### config.mk
export PLATFORM = sky130hd
export DESIGN_NAME = mux_sel_arbiter_flat
export DESIGN_NICKNAME = d
export VERILOG_FILES = /design/src/rtl/mux_sel_arbiter_pkg.sv /design/src/rtl/mux_sel_arbiter_if.sv /design/src/rtl/mux_sel_arbiter_burst_cnt.sv /design/src/rtl/mux_sel_arbiter.sv /design/src/flat_wrapper.sv
export SDC_FILE = /design/constraint.sdc
export NUM_CORES = 1
export LEC_CHECK = 0
export CORE_AREA = 4 4 46 48
export CTS_CLUSTER_SIZE = 12
export DETAILED_ROUTE_END_ITERATION = 7
export DIE_AREA = 0 0 50 52
export GPL_TIMING_DRIVEN = 0
export HOLD_SLACK_MARGIN = 0.1
export PLACE_DENSITY = 0.79
export REMOVE_ABC_BUFFERS = 1
export SLEW_MARGIN = 5
export SYNTH_ARGS = -nofsm -noshare
export SYNTH_HDL_FRONTEND = slang
export SYNTH_SLANG_ARGS = --single-unit
### constraint.sdc
create_clock -name clk_in -period 5.11 [get_ports clk_in]
set_input_delay 0.511 -clock clk_in [delete_from_list [all_inputs] [get_ports clk_in]]
set_output_delay 0.511 -clock clk_in [all_outputs]
set_load 0.005 [all_outputs]
### src/rtl/mux_sel_arbiter_pkg.sv
// Shared types and constants for the mux_sel_arbiter slice.
// These are the FSM state encoding, the mux select values and the default burst sizing.
package mux_pkg;

    typedef enum logic [1:0] {
        IDLE   = 2'd0,
        GRANT0 = 2'd1,
        GRANT1 = 2'd2
    } mux_arb_state_t;

    localparam logic SEL_I0 = 1'b0;
    localparam logic SEL_I1 = 1'b1;

    localparam int DEFAULT_BURST_LEN = 4;
    localparam int DEFAULT_CNT_W     = 8;

endpackage

### src/rtl/mux_sel_arbiter_if.sv
// Request/grant bundle between the two mux sources and mux_sel_arbiter.
// switch_cnt_out exists only when MUX_SEL_STATS_EN is defined.
interface mux_sel_arbiter_if #(
    parameter int CNT_W = 8
);
    logic             req0_in;
    logic             req1_in;
    logic             last0_in;
    logic             last1_in;
    logic             sel_out;
    logic             gnt0_out;
    logic             gnt1_out;
    logic             valid_out;
    logic [CNT_W-1:0] burst_cnt_out;
`ifdef MUX_SEL_STATS_EN
    logic [15:0]      switch_cnt_out;
`endif

    // master is the requester side; slave is the arbiter itself
    modport master (
`ifdef MUX_SEL_STATS_EN
        input  switch_cnt_out,
`endif
        output req0_in, req1_in, last0_in, last1_in,
        input  sel_out, gnt0_out, gnt1_out, valid_out, burst_cnt_out
    );

    modport slave (
`ifdef MUX_SEL_STATS_EN
        output switch_cnt_out,
`endif
        input  req0_in, req1_in, last0_in, last1_in,
        output sel_out, gnt0_out, gnt1_out, valid_out, burst_cnt_out
    );

endinterface

### src/rtl/mux_sel_arbiter_burst_cnt.sv
// Beat counter for the current burst; flags the final permitted beat.
module mux_burst_cnt
    import mux_pkg::*;
#(
    parameter int BURST_LEN = DEFAULT_BURST_LEN,
    parameter int CNT_W     = DEFAULT_CNT_W
) (
    input  logic             clk_in,
    input  logic             rst_n_in,
    input  logic             clear,
    input  logic             increment,
    output logic [CNT_W-1:0] count,
    output logic             terminal
);

    // clear wins over increment so a re-grant always restarts at beat 0
    always_ff @(posedge clk_in or negedge rst_n_in) begin
        if (!rst_n_in) begin
            count <= '0;
        end else if (clear) begin
            count <= '0;
        end else if (increment) begin
            count <= count + 1'b1;
        end
    end

    assign terminal = (count == CNT_W'(BURST_LEN - 1));

endmodule

### src/rtl/mux_sel_arbiter.sv
// Round-robin, burst-bounded arbiter driving the select line of a 2:1 mux.
// Optional: define MUX_SEL_STATS_EN to add the switch_cnt_out select-toggle counter.
module mux_sel_arbiter
    import mux_pkg::*;
#(
    parameter int BURST_LEN = DEFAULT_BURST_LEN,
    parameter int CNT_W     = DEFAULT_CNT_W
) (
    input logic               clk_in,
    input logic               rst_n_in,
    mux_sel_arbiter_if.slave  bus
);

    mux_arb_state_t   state_q;
    mux_arb_state_t   state_d;
    logic             rr_last_q;
    logic             sel_q;
    logic             sel_d;
    logic             gnt0_q;
    logic             gnt1_q;
    logic             valid_q;
    logic             cnt_inc;
    logic             cnt_clear;
    logic             cnt_terminal;
    logic [CNT_W-1:0] burst_cnt;

    // Next-state decision: continue the burst, hand over, re-grant, or drop to IDLE
    always_comb begin
        state_d = IDLE;
        cnt_inc = 1'b0;
        case (state_q)
            GRANT0: begin
                if (bus.req0_in && !bus.last0_in && !cnt_terminal) begin
                    state_d = GRANT0;
                    cnt_inc = 1'b1;
                end else if (bus.req1_in) begin
                    state_d = GRANT1;
                end else if (bus.req0_in && !bus.last0_in) begin
                    state_d = GRANT0;
                end
            end
            GRANT1: begin
                if (bus.req1_in && !bus.last1_in && !cnt_terminal) begin
                    state_d = GRANT1;
                    cnt_inc = 1'b1;
                end else if (bus.req0_in) begin
                    state_d = GRANT0;
                end else if (bus.req1_in && !bus.last1_in) begin
                    state_d = GRANT1;
                end
            end
            default: begin
                if (bus.req0_in && bus.req1_in) begin
                    state_d = rr_last_q ? GRANT0 : GRANT1;
                end else if (bus.req0_in) begin
                    state_d = GRANT0;
                end else if (bus.req1_in) begin
                    state_d = GRANT1;
                end
            end
        endcase
    end

    // Select follows the granted source and holds its value through IDLE
    always_comb begin
        sel_d = sel_q;
        if (state_d == GRANT0) begin
            sel_d = SEL_I0;
        end else if (state_d == GRANT1) begin
            sel_d = SEL_I1;
        end
    end

    assign cnt_clear = !cnt_inc;

    always_ff @(posedge clk_in or negedge rst_n_in) begin
        if (!rst_n_in) begin
            state_q   <= IDLE;
            rr_last_q <= 1'b1;
            sel_q     <= SEL_I0;
            gnt0_q    <= 1'b0;
            gnt1_q    <= 1'b0;
            valid_q   <= 1'b0;
        end else begin
            state_q <= state_d;
            sel_q   <= sel_d;
            gnt0_q  <= (state_d == GRANT0);
            gnt1_q  <= (state_d == GRANT1);
            valid_q <= (state_d != IDLE);
            if (state_d == GRANT0) begin
                rr_last_q <= 1'b0;
            end else if (state_d == GRANT1) begin
                rr_last_q <= 1'b1;
            end
        end
    end

    mux_burst_cnt #(
        .BURST_LEN (BURST_LEN),
        .CNT_W     (CNT_W)
    ) u_burst_cnt (
        .clk_in    (clk_in),
        .rst_n_in  (rst_n_in),
        .clear     (cnt_clear),
        .increment (cnt_inc),
        .count     (burst_cnt),
        .terminal  (cnt_terminal)
    );

`ifdef MUX_SEL_STATS_EN
    logic [15:0] switch_cnt_q;

    // Counts select toggles, saturating rather than wrapping
    always_ff @(posedge clk_in or negedge rst_n_in) begin
        if (!rst_n_in) begin
            switch_cnt_q <= '0;
        end else if ((sel_d != sel_q) && (switch_cnt_q != 16'hFFFF)) begin
            switch_cnt_q <= switch_cnt_q + 16'd1;
        end
    end

    assign bus.switch_cnt_out = switch_cnt_q;
`endif

    assign bus.sel_out       = sel_q;
    assign bus.gnt0_out      = gnt0_q;
    assign bus.gnt1_out      = gnt1_q;
    assign bus.valid_out     = valid_q;
    assign bus.burst_cnt_out = burst_cnt;

endmodule

### src/flat_wrapper.sv
// flat-port wrapper written by rule: the top's interface ports become plain ports
module mux_sel_arbiter_flat import mux_pkg::*;
#(
    parameter int BURST_LEN = DEFAULT_BURST_LEN,
    parameter int CNT_W     = DEFAULT_CNT_W
)
  (clk_in, rst_n_in, bus_req0_in, bus_req1_in, bus_last0_in, bus_last1_in, bus_sel_out, bus_gnt0_out, bus_gnt1_out, bus_valid_out, bus_burst_cnt_out);
  mux_sel_arbiter_if #(.CNT_W(CNT_W)) bus_i ();
  input logic clk_in;
  input logic rst_n_in;
  input wire logic [$bits(bus_i.req0_in)-1:0] bus_req0_in;
  input wire logic [$bits(bus_i.req1_in)-1:0] bus_req1_in;
  input wire logic [$bits(bus_i.last0_in)-1:0] bus_last0_in;
  input wire logic [$bits(bus_i.last1_in)-1:0] bus_last1_in;
  output wire logic [$bits(bus_i.sel_out)-1:0] bus_sel_out;
  output wire logic [$bits(bus_i.gnt0_out)-1:0] bus_gnt0_out;
  output wire logic [$bits(bus_i.gnt1_out)-1:0] bus_gnt1_out;
  output wire logic [$bits(bus_i.valid_out)-1:0] bus_valid_out;
  output wire logic [$bits(bus_i.burst_cnt_out)-1:0] bus_burst_cnt_out;
  assign bus_i.req0_in = bus_req0_in;
  assign bus_i.req1_in = bus_req1_in;
  assign bus_i.last0_in = bus_last0_in;
  assign bus_i.last1_in = bus_last1_in;
  assign bus_sel_out = bus_i.sel_out;
  assign bus_gnt0_out = bus_i.gnt0_out;
  assign bus_gnt1_out = bus_i.gnt1_out;
  assign bus_valid_out = bus_i.valid_out;
  assign bus_burst_cnt_out = bus_i.burst_cnt_out;
  mux_sel_arbiter #(.BURST_LEN(BURST_LEN), .CNT_W(CNT_W)) u_core (.clk_in(clk_in), .rst_n_in(rst_n_in), .bus(bus_i));
endmodule
[Word level (Yosys, flattened, before mapping)]
Index checks and enable logic that the tools add are counted.
Word-level totals
  register bits after elaboration: 15
  bits of input ports: 6
  output and inout port bits: 12
  logic and storage cells: 40
Operators by class
  add/subtract/negate cells: 1
  equal/unequal tests: 5
  multiplexer cells: 17
  reductions and logical operators: 10
Operators by type and width (number)
  $mux 2: 9
  $add 8x1->8 const B: 1
  $eq 8x2->1 const B: 1
  $mux 8: 1
  $logic_and 1x1->1: 5
  $mux 1: 5
  $eq 2x1->1 const B: 2
  $eq 2x2->1 const B: 2
  $pmux 2 s2: 1
  $reduce_bool 2->1: 2
  $logic_not 1->1: 3
  $pmux 1 s2: 1

[Depth between registers and ports, before layout]
  depth in word-level cells: 9
  depth in mapped cells: 8
  gate-level depth less buffers: 8

[By module]
From an unflattened synthesis, not the netlist that was laid out.
Unflattened totals
  cell total of the unflattened synthesis: 83
  area, all modules: 828.3 um^2
Modules (own cells, without submodules)
  mux_sel_arbiter: times used 1, cells each 43, area each 416.6 um^2, seq. area each 176.4 um^2
  mux_burst_cnt: times used 1, cells each 40, area each 411.6 um^2, seq. area each 200.2 um^2

[Worst setup path after synthesis]
OpenSTA, ideal clock, no wires.
  path type: reg2reg
  from: reg u_core.u_burst_cnt.count[0]
  to: reg u_core.sel_q, in the netlist u_core.bus.sel_out
  library setup time: 0.126 ns
  arrival time: 1.908 ns
  data required time: 4.984 ns
  slack: 3.076 ns
  stages on the path, launching flop included: 8
  buffers on the path: 0
  period minus slack after synthesis: 2.034 ns
  path through: dfrtp_1 ha_1 nor3b_2 and4_1 o41a_1 ha_1 nand2b_1 o21ai_0
On the way
  cells in the longest elaborated chain, start to end: 7
  elaborated cells on any way between the ends: 11
  classes of those cells: eq/ne: 3; mux: 4; reduce/logical: 4
Ends and longest elaborated chain
  start: declaration: RTL line mux_sel_arbiter_burst_cnt.sv:12  | output logic [CNT_W-1:0] count,
  start signal: assignment: RTL line mux_sel_arbiter_burst_cnt.sv:23  | count <= count + 1'b1;
  $eq 8x2->1 (*): RTL line mux_sel_arbiter_burst_cnt.sv:27  | assign terminal = (count == CNT_W'(BURST_LEN - 1));
  $logic_not 1->1 (*): RTL line mux_sel_arbiter.sv:33, mux_sel_arbiter.sv:43
  $logic_and 1x1->1, on equally long branches: RTL line mux_sel_arbiter.sv:43, mux_sel_arbiter.sv:33
  $mux 2, on equally long branches: RTL line mux_sel_arbiter.sv:43, mux_sel_arbiter.sv:33
  $pmux 2 s2 (*): RTL line mux_sel_arbiter.sv:31  | case (state_q)
  $eq 2x1->1 or $eq 2x2->1 (tied branches): RTL line mux_sel_arbiter.sv:67, mux_sel_arbiter.sv:69
  $mux 1 or $reduce_bool 2->1 (tied branches)
  end signal: assignment: RTL line mux_sel_arbiter.sv:86  | sel_q <= sel_d;
  end: declaration: RTL line mux_sel_arbiter.sv:17  | logic sel_q;
Mark *: on every way between the ends. The rest lies on a longest branch, timed or not.
A chain may end at the register's enable or synchronous reset.

[Worst setup path after layout]
  from: reg u_core.u_burst_cnt.count[0]
  to: reg u_core.sel_q, in the netlist u_core.bus.sel_out
On the way
  cells in the longest elaborated chain, start to end: 7
  elaborated cells on any way between the ends: 11
  classes of those cells: eq/ne: 3; mux: 4; reduce/logical: 4
Ends and longest elaborated chain
  $eq 8x2->1 (*): RTL line mux_sel_arbiter_burst_cnt.sv:27
  $logic_not 1->1 (*): RTL line mux_sel_arbiter.sv:33, mux_sel_arbiter.sv:43
  $logic_and 1x1->1, on equally long branches: RTL line mux_sel_arbiter.sv:43, mux_sel_arbiter.sv:33
  $mux 2, on equally long branches: RTL line mux_sel_arbiter.sv:43, mux_sel_arbiter.sv:33
  $pmux 2 s2 (*): RTL line mux_sel_arbiter.sv:31
  named net u_core.state_d[0]: RTL line mux_sel_arbiter.sv:15  | mux_arb_state_t state_d;
  $eq 2x1->1 or $eq 2x2->1 (tied branches): RTL line mux_sel_arbiter.sv:67, mux_sel_arbiter.sv:69
  $mux 1 or $reduce_bool 2->1 (tied branches)
The timed path passes the listed nets; every way through them passes the cells marked *.

==> flow_metrics.tcl <==
set metrics [dict create \
    tns_ns 0 \
    synth_cell_types 31 \
    rsz0062_at_grt "false" \
    cts-hold-fix-buffers 0 \
    drv_cap 0 \
    first_pass_iters 4 \
    chipWidth_um 50 \
    netlist_instances 82 \
    synth_top_area_share_pct 40.3 \
    grt_pass1_wl_um 2880 \
    via_per_inst 5.41 \
    grt_use_total_pct 14.8 \
    startpoint_type "flip-flop" \
    synth-edff-count 0 \
    cts_made_buffers 3 \
    antenna_found_initial 0 \
    slowest_stage "o41ai_1" \
    ant_nets 0 \
    cts_resized 0 \
    slowest_delay_ns 0.65 \
    ir_drop_uv 324 \
    cp.arrival_ns 2.50 \
    ys_seq_elements 15 \
    drive_gt1_share_pct 11.8 \
    synthTopCellsByCount "dfrtp_1, inv_1, ha_1" \
    cts_tree "yes" \
    finalCriticalPeriod_ns 2.32 \
    fp.coreArea_um2 1710 \
    vias 687 \
    crit_required_ns 5.29 \
    slew_violations 0 \
    end_kind "flip-flop" \
    postCtsSetupBuffers 0 \
    htree_levels 1 \
    diodes 0 \
    avgSynthCellArea_um2 10.6 \
    power.leakage_nw 0.465 \
    wl_um 1710 \
    yosys.cell_count.top_type "dfrtp_1" \
    path_class "reg2reg" \
    fmax_mhz 432 \
    yosysWarningCount 0 \
    pin_count 18 \
    die_area_um2 2600 \
    critPathBufInv 0 \
    crit_family "compound AO/OA/AOI/OAI gates" \
    synthFlopType "dfrtp_1" \
    drtIter0Drc 10 \
    finalCritPeriodShare_pct 45.3 \
    cts_buffer_depth 2 \
    root_buffer "clkbuf_4" \
    outcome "complete, no violations" \
    die_height_um 52 \
    finalHoldViolCount 0 \
    r2r_slack_ns 2.79 \
    dp_hpwl_um 1330 \
    cts.clk_slew.worst_paths_ns 0.10 \
    fp-row-count 15 \
    start_util_pct 50.9 \
    gp_congestion 0.780 \
    grt_max_degree 16 \
    crit_fanout 5 \
    wire_per_inst_um 13.4 \
    crit_path_frequent_cell "ha_1" \
    async_reset_ff_share_pct 100 \
    tightest_slew_ns 0.659 \
    worstHoldPathType "reg2reg" \
    fin_ws_ns 2.79 \
    numClockSinks 15 \
    final_nets 116 \
    synthTopCellsByArea "dfrtp_1, ha_1, nand2b_1" \
    finClkSkew_ns 0.0107 \
    yosysTopAreaCell "dfrtp_1" \
    p_per_area_nw_per_um2 376 \
    cp_cell_sequence "ha_1, nor3b_2, a211oi_1, o41ai_1, ha_1, nand2b_1, o21ai_0" \
    area_delta_synth_final_pct 26.0 \
    drc_errors 0 \
    syn_area_um2 870 \
    setup_violations 0 \
    grt_overflow 0 \
    slew-limit-headroom_pct 55.9 \
    yosysSeqAreaShare_pct 43.3 \
    grt_pass1_vias 668 \
    clk_latency_ns 0.29 \
    dp_slack_ns 2.52 \
    port-buffer-count 17 \
]
==> layer usage <==
metal	wire [µm]	global-route usage [%]	vias to the layer above
met4	26	7.37	0
met5	0	0	-
met3	79	6.02	6
met1	705	15.9	329
li1	-	-	337
met2	896	25.2	15
==> sequential cells by signal (all words and copies together) (netlist names) <==
name	cells
u_core.state_q	2
u_core.rr_last_q	1
u_core.bus.valid_out	1
u_core.bus.sel_out	1
u_core.u_burst_cnt.count	8
u_core.bus.gnt1_out	1
u_core.bus.gnt0_out	1
==> cell usage in the layout (no fill, tap or decap), types with 3 or more instances in the layout <==
master            n
a211oi_1          4
clkbuf_4          3
clkdlybuf4s50_1  17
dfrtp_1          14
ha_1              7
inv_1             8
nand2_1           5
nand2b_1          5
nand3_1           3
nor3_1            4
o21ai_0           4
==> worst reg2reg max path: cells and delay by family (launching register included) <==
kind                       cells  cell delay, ns
AOI/OAI and AO/OA              3            0.89
adders and majority gates      2            0.46
DFF                            1            0.43
and+or+nand+nor                2            0.42
==> layout make-up <==
| type | count | area, µm² |
|---|---|---|
| Tap cell | 25 | 31.3 |
| Clock buffer | 3 | 22.5 |
| Multi-Input combinational cell | 58 | 458 |
| Inverter | 8 | 30.0 |
| Fill cell | 151 | 612 |
| Clock inverter | 1 | 7.51 |
| Timing Repair Buffer | 17 | 170 |
| Sequential cell | 15 | 377 |
==> cell families (layout without fill, tap and decap cells) <==
group	Yosys count	after routing	synth area share, %
adders and majority gates	7	7	10.1
AOI/OAI and AO/OA	18	18	15.5
DFF	15	15	43.3
and+or+nand+nor	30	30	24.0
buffers and inverters	9	29	4.03
xor gates and xnor gates	3	3	3.02
==> metrics by stage <==
| step | cell area [µm²] | hold slack, ns | power, mW | std cells | util, % |
|---|---|---|---|---|---|
| detailed placement | 1070 | 0.476 | 0.348 | 123 | 62.4 |
| floorplan | 865 | 0.215 | 0.275 | 81 | - |
| finish | 1100 | 0.493 | 0.413 | 127 | 64.2 |
| global route | 1100 | 0.521 | 0.449 | 127 | 64.2 |
| global placement | 1070 | 0.474 | 0.338 | 123 | 62.4 |
| CTS | 1100 | 0.494 | 0.420 | 127 | 64.2 |
==> final timing paths <==
| path | to | depth (start not counted) | from |
|---|---|---|---|
| max | u_core.bus.sel_out$_DFFE_PN0P_ | 7 | u_core.u_burst_cnt.count[0]$_DFF_PN0_ |
| min | u_core.rr_last_q$_DFFE_PN1P_ | 2 | u_core.rr_last_q$_DFFE_PN1P_ |
| max reg2reg | u_core.bus.sel_out$_DFFE_PN0P_ | 7 | u_core.u_burst_cnt.count[0]$_DFF_PN0_ |
| min reg2reg | u_core.rr_last_q$_DFFE_PN1P_ | 2 | u_core.rr_last_q$_DFFE_PN1P_ |
| max in group asynchronous | u_core.u_burst_cnt.count[7]$_DFF_PN0_ | 1 | rst_n_in |
| min in group asynchronous | u_core.u_burst_cnt.count[2]$_DFF_PN0_ | 1 | rst_n_in |
==> where the power goes <==
part           switching [mW]  total, mW  leakage, nW  internal [mW]
Sequential             0.0145      0.166        0.198          0.151
Combinational          0.0894      0.177        0.254         0.0872
Clock                  0.0402     0.0700       0.0139         0.0298
(Power assumes the default switching activity.)
